**src/rtl/pulse_pkg.sv**
```systemverilog
// Shared constants and state encoding for the six-axis step pulse generator.
// Latency: n/a (definitions only).
// Backpressure: n/a.
package pulse_pkg;

  localparam int N_MOTOR = 6;
  localparam int PERIOD  = 100;
  localparam int HIGH    = 50;

  typedef enum logic [1:0] {
    HOME,
    IDLE,
    MOVE
  } state_t;

endpackage

```
**src/rtl/pulse_phase.sv**
```systemverilog
// Free-running step-period phase counter with synchronous clear.
// Latency: hi/tick are decoded directly from the registered phase.
// Backpressure: none; clear restarts the period at phase 0 on the next edge.
module pulse_phase #(
  parameter int PERIOD = pulse_pkg::PERIOD,
  parameter int HIGH   = pulse_pkg::HIGH
) (
  input  logic clk,
  input  logic rst,
  input  logic clr,
  output logic hi,
  output logic tick
);
  import pulse_pkg::*;

  localparam int PW = (PERIOD > 1) ? $clog2(PERIOD) : 1;

  logic [PW-1:0] phase;

  // Count 0..PERIOD-1 and wrap; clear forces the next period to start at 0.
  always_ff @(posedge clk) begin
    if (rst || clr) begin
      phase <= '0;
    end else if (phase == PW'(PERIOD - 1)) begin
      phase <= '0;
    end else begin
      phase <= phase + PW'(1);
    end
  end

  assign hi   = (phase < PW'(HIGH));
  assign tick = (phase == PW'(PERIOD - 1));

endmodule

```
**src/rtl/pulse.sv**
```systemverilog
// Six-axis stepper pulse generator: homes every axis, then runs exact-count moves.
// Latency: all outputs registered; SS and first PU rise one cycle after the accepting input.
// Backpressure: commands are only sampled in IDLE; changes made while busy wait for IDLE.
module pulse #(
  parameter int N_MOTOR = pulse_pkg::N_MOTOR,
  parameter int CNT_W   = 10,
  parameter int PERIOD  = pulse_pkg::PERIOD,
  parameter int HIGH    = pulse_pkg::HIGH
) (
  input  logic               sysclk,
  input  logic               rst,
  input  logic [N_MOTOR-1:0] Motor,
  input  logic [CNT_W-1:0]   PulseNum,
  input  logic [N_MOTOR-1:0] Stop,
  output logic               Busy,
  output logic [N_MOTOR-1:0] initFlag,
  output logic               SS,
  output logic               DSS,
  output logic [N_MOTOR-1:0] PU,
  output logic [N_MOTOR-1:0] MF
);
  import pulse_pkg::*;

  localparam int KW = (N_MOTOR > 1) ? $clog2(N_MOTOR) : 1;

  state_t                     state;
  logic [KW-1:0]              k;
  logic [CNT_W-1:0]           steps;
  logic [N_MOTOR+CNT_W-1:0]   last_cmd;

  logic                       ph_hi;
  logic                       ph_tick;
  logic                       ph_clr;
  logic [N_MOTOR+CNT_W-1:0]   cmd;
  logic                       accept;
  logic                       stop_hit;
  logic                       move_done;
  logic [N_MOTOR-1:0]         home_axis;

  assign cmd       = {Motor, PulseNum};
  assign accept    = (state == IDLE) && (|Motor) && (|PulseNum) && (cmd != last_cmd);
  assign stop_hit  = (state == HOME) && Stop[k];
  assign move_done = (state == MOVE) && (steps == '0);
  assign home_axis = {{(N_MOTOR-1){1'b0}}, 1'b1} << k;

  // Phase restarts at 0 whenever a new axis or a new move is about to start,
  // so the first pulse is always a full-width high half.
  assign ph_clr = ((state == IDLE) && !accept) || stop_hit || move_done;

  pulse_phase #(
    .PERIOD (PERIOD),
    .HIGH   (HIGH)
  ) u_phase (
    .clk  (sysclk),
    .rst  (rst),
    .clr  (ph_clr),
    .hi   (ph_hi),
    .tick (ph_tick)
  );

  // Control FSM with registered outputs; MF doubles as the captured move mask.
  always_ff @(posedge sysclk) begin
    if (rst) begin
      state    <= HOME;
      k        <= '0;
      steps    <= '0;
      last_cmd <= '0;
      Busy     <= 1'b0;
      initFlag <= '0;
      SS       <= 1'b0;
      DSS      <= 1'b0;
      PU       <= '0;
      MF       <= '0;
    end else begin
      SS  <= 1'b0;
      DSS <= 1'b0;
      unique case (state)
        HOME: begin
          MF <= '0;
          if (Stop[k]) begin
            PU          <= '0;
            initFlag[k] <= 1'b1;
            if (k == KW'(N_MOTOR - 1)) begin
              k     <= '0;
              Busy  <= 1'b0;
              DSS   <= 1'b1;
              state <= IDLE;
            end else begin
              k    <= k + KW'(1);
              Busy <= 1'b1;
            end
          end else begin
            PU   <= ph_hi ? home_axis : '0;
            Busy <= 1'b1;
          end
        end
        IDLE: begin
          Busy <= 1'b0;
          PU   <= '0;
          if (accept) begin
            SS       <= 1'b1;
            Busy     <= 1'b1;
            MF       <= Motor;
            PU       <= Motor;
            steps    <= PulseNum;
            last_cmd <= cmd;
            state    <= MOVE;
          end
        end
        MOVE: begin
          if (steps == '0) begin
            // Final period's low half has just completed.
            Busy  <= 1'b0;
            DSS   <= 1'b1;
            PU    <= '0;
            state <= IDLE;
          end else begin
            PU <= ph_hi ? MF : '0;
            if (ph_tick) begin
              steps <= steps - CNT_W'(1);
            end
          end
        end
        default: begin
          state <= HOME;
        end
      endcase
    end
  end

endmodule

```
**config.mk**
```make
export PLATFORM = sky130hd
export DESIGN_NAME = pulse
export DESIGN_NICKNAME = d
export VERILOG_FILES = /design/src/rtl/pulse_pkg.sv /design/src/rtl/pulse_phase.sv /design/src/rtl/pulse.sv
export SDC_FILE = /design/constraint.sdc
export NUM_CORES = 1
export LEC_CHECK = 0
export CAP_MARGIN = 40
export CORE_UTILIZATION = 56
export CTS_BUF_LIST = sky130_fd_sc_hd__clkbuf_4 sky130_fd_sc_hd__clkbuf_8
export CTS_CLUSTER_SIZE = 24
export DETAILED_ROUTE_END_ITERATION = 12
export GPL_ROUTABILITY_DRIVEN = 0
export PLACE_DENSITY = 0.82
export SLEW_MARGIN = 20
export SYNTH_ARGS = -nofsm -noshare
export SYNTH_HDL_FRONTEND = slang
export SYNTH_SLANG_ARGS = --single-unit
```
**constraint.sdc**
```tcl
create_clock -name sysclk -period 2.4 [get_ports sysclk]
set_input_delay 0.36 -clock sysclk [delete_from_list [all_inputs] [get_ports sysclk]]
set_output_delay 0.36 -clock sysclk [all_outputs]
set_load 0.02 [all_outputs]
```
==> flow_summary.ini <==
[setup_path]
critical_path.endpoint_type = flip-flop
path_cells = inv_1 -> ha_1 -> or4b_4 -> or3_4 -> and3_4 -> a32o_1 -> nand2_1 -> a221oi_1
start_kind = flip-flop
path_delay_family = simple AND/OR/NAND/NOR gates
cp_max_fo = 6
worstSetupPathType = reg2reg
critPathMaxStageDelay_ps = 520
reg2reg_from = steps[0]$_SDFFE_PP0P_
worstPathArrival_ps = 2470
critPathLaunch = steps[0]$_SDFFE_PP0P_
cp.required_ps = 2580
crit_slowest_cell = or4b_4
path_buf_inv = 1

[clock_network]
clk_pin_slew_ps = 70
cts_tree = done
cts_hold_buf = 0
cts_root_buf = clkbuf_8
clock_path_buffers = 2
clock_latency_ps = 340
numCtsBuffers = 9
cts_setup_buffers = 0
cts_max_level = 3
cts_resized = 0
clock-sinks = 59

[placement]
place_hpwl_um = 5719
dpl_cell_area_um2 = 3607
numPortBuffers = 44
placed_cells = 475
pre_cts_ws_ps = -73.07

[routing]
postRouteAntennaNets = 0
avgRoutedWirePerCell_um = 16.26
top_layer = met4
wl_met2_um = 3950
drt-initial-drc-count = 203
wl_met1_um = 3262
drt_wl_total_um = 7982
drt_pass1_iterations = 5
vias_per_cell = 6.049
wl_met3_um = 537
vias = 2970
drc_errors = 0

[floorplan]
die_y_um = 74.91
io_pins = 45
rows = 26
die-area_um2 = 5611
initial_core_util_pct = 58.28
fp.dieW_um = 74.91
coreArea_um2 = 5107

[global_routing]
grt_pass1_vias = 2776
overflow = 0
grt_pass1_wl_um = 12700
track_usage_pct = 30.26
antenna_found_initial = 0
grt_max_degree = 39

[yosys]
synthArstFlopShare_pct = 0
yosysSeqAreaShare_pct = 39.68
synthFlopType = dfxtp_1
ys_seq_elements = 59
syn_inst = 355
avgSynthCellArea_um2 = 8.385
synthesis.nets = 386
yosysWarnings = 0
synth_edf_count = 0
syn_area_um2 = 2977
ys_types = 52

[cells_and_area]
final_cell_mix = dfxtp_1, nor2_1, clkdlybuf4s50_1, a21oi_1, buf_4
diodes = 0
final_common_cell = dfxtp_1
fin_nets = 447
fin_cells = 491
fillers = 400
syn_to_final_growth_pct = 27.57
drive_above_1_share_pct = 12.83
final_cell_area_um2 = 3797

[hold_path]
min-delay-start = u_phase.phase[0]$_SDFF_PP0_
worstHoldPathType = reg2reg

[sta]
finalWorstSetupSlack_ps = 118.9
max_freq_mhz = 438.4
fin_crit_ps = 2281
finalMaxSlewViolations = 0
tns_ps = 0
rsz0062_at_grt = no
whs_ps = 452.7
finalHoldViolCount = 0
max-slew-margin-rel_pct = 58.07
skew_ps = 6.912
period_share_pct = 95.05
setup_viol = 0
max_slew.worst_pin.slew_ps = 628.3

[power_and_ir_drop]
powerDensity_nw_per_um2 = 1039
ir_drop_uv = 588.8
p_leak_nw = 1.402

[outcome]
status = finished clean

[run]
cap_violations = 0
==> final timing paths <==
path / cells after the start / slack [ps] / endpoint
max: 8 / 120 / PU[3]$_SDFFE_PP0P_
min: 1 / 450 / u_phase.phase[0]$_SDFF_PP0_
max reg2reg: 8 / 120 / PU[3]$_SDFFE_PP0P_
min reg2reg: 1 / 450 / u_phase.phase[0]$_SDFF_PP0_
==> metal layers <==
layer	track usage, %	vias to the layer above
li1	-	1412
met1	35.73	1403
met2	50.75	129
met3	7.631	26
met4	15.93	0
met5	0	-
==> metrics by stage <==
stage | util, % | total power, mW
floorplan | - | 2.496
global placement | 70.63 | 3.046
detailed placement | 70.63 | 3.109
CTS | 74.01 | 3.902
global route | 74.35 | 4.165
finish | 74.35 | 3.945
==> sequential cells by signal, indices dropped and copies added, names as in the netlist <==
register	flops
last_cmd	16
steps	10
u_phase.phase	7
MF	6
PU	6
initFlag	6
k	3
state	2
Busy	1
DSS	1
SS	1
==> cell usage after synthesis, drive strengths merged, types with 6 or more instances <==
library cell,n,area [um^2]
and3,6,37.54
mux2i,12,120.1
ha,7,87.58
o21ai,17,85.08
inv,12,45.04
nor3,11,55.05
nor2,53,201.5
clkbuf,14,52.55
a21oi,36,180.2
o311ai,7,61.31
o31ai,7,52.55
a31oi,6,37.54
xor2,19,166.4
nor4,10,62.56
a211oi,7,52.55
nand2,22,82.58
dfxtp,59,1181
nand3,7,35.03
==> cell type report <==
| class | instances | area [um^2] | area share (%) |
|---|---|---|---|
| clock inverter | 6 | 41.29 | 1.087 |
| clock buffer | 10 | 131.4 | 3.460 |
| timing repair buffer | 68 | 620.6 | 16.34 |
| sequential | 59 | 1181 | 31.10 |
| inverter | 12 | 45.04 | 1.186 |
| multi-input combinational | 266 | 1690 | 44.51 |
| tap | 70 | 87.58 | 2.306 |
==> power breakdown <==
group | switching (mW) | internal (mW) | total, mW
Clock | 0.407 | 0.385 | 0.791
Combinational | 1.05 | 0.780 | 1.83
Sequential | 0.156 | 1.17 | 1.33
Total | 1.61 | 2.33 | 3.94
==> logic make-up after synthesis <==
family / share of synthesized area [%]
AOI/OAI and AO/OA: 20.51
xor gates and xnor gates: 6.767
adders and majority gates: 2.942
buffers and inverters: 4.119
DFF: 39.68
muxes: 5.170
and+or+nand+nor: 20.81
No activity file was read; power rests on OpenSTA's default activity.
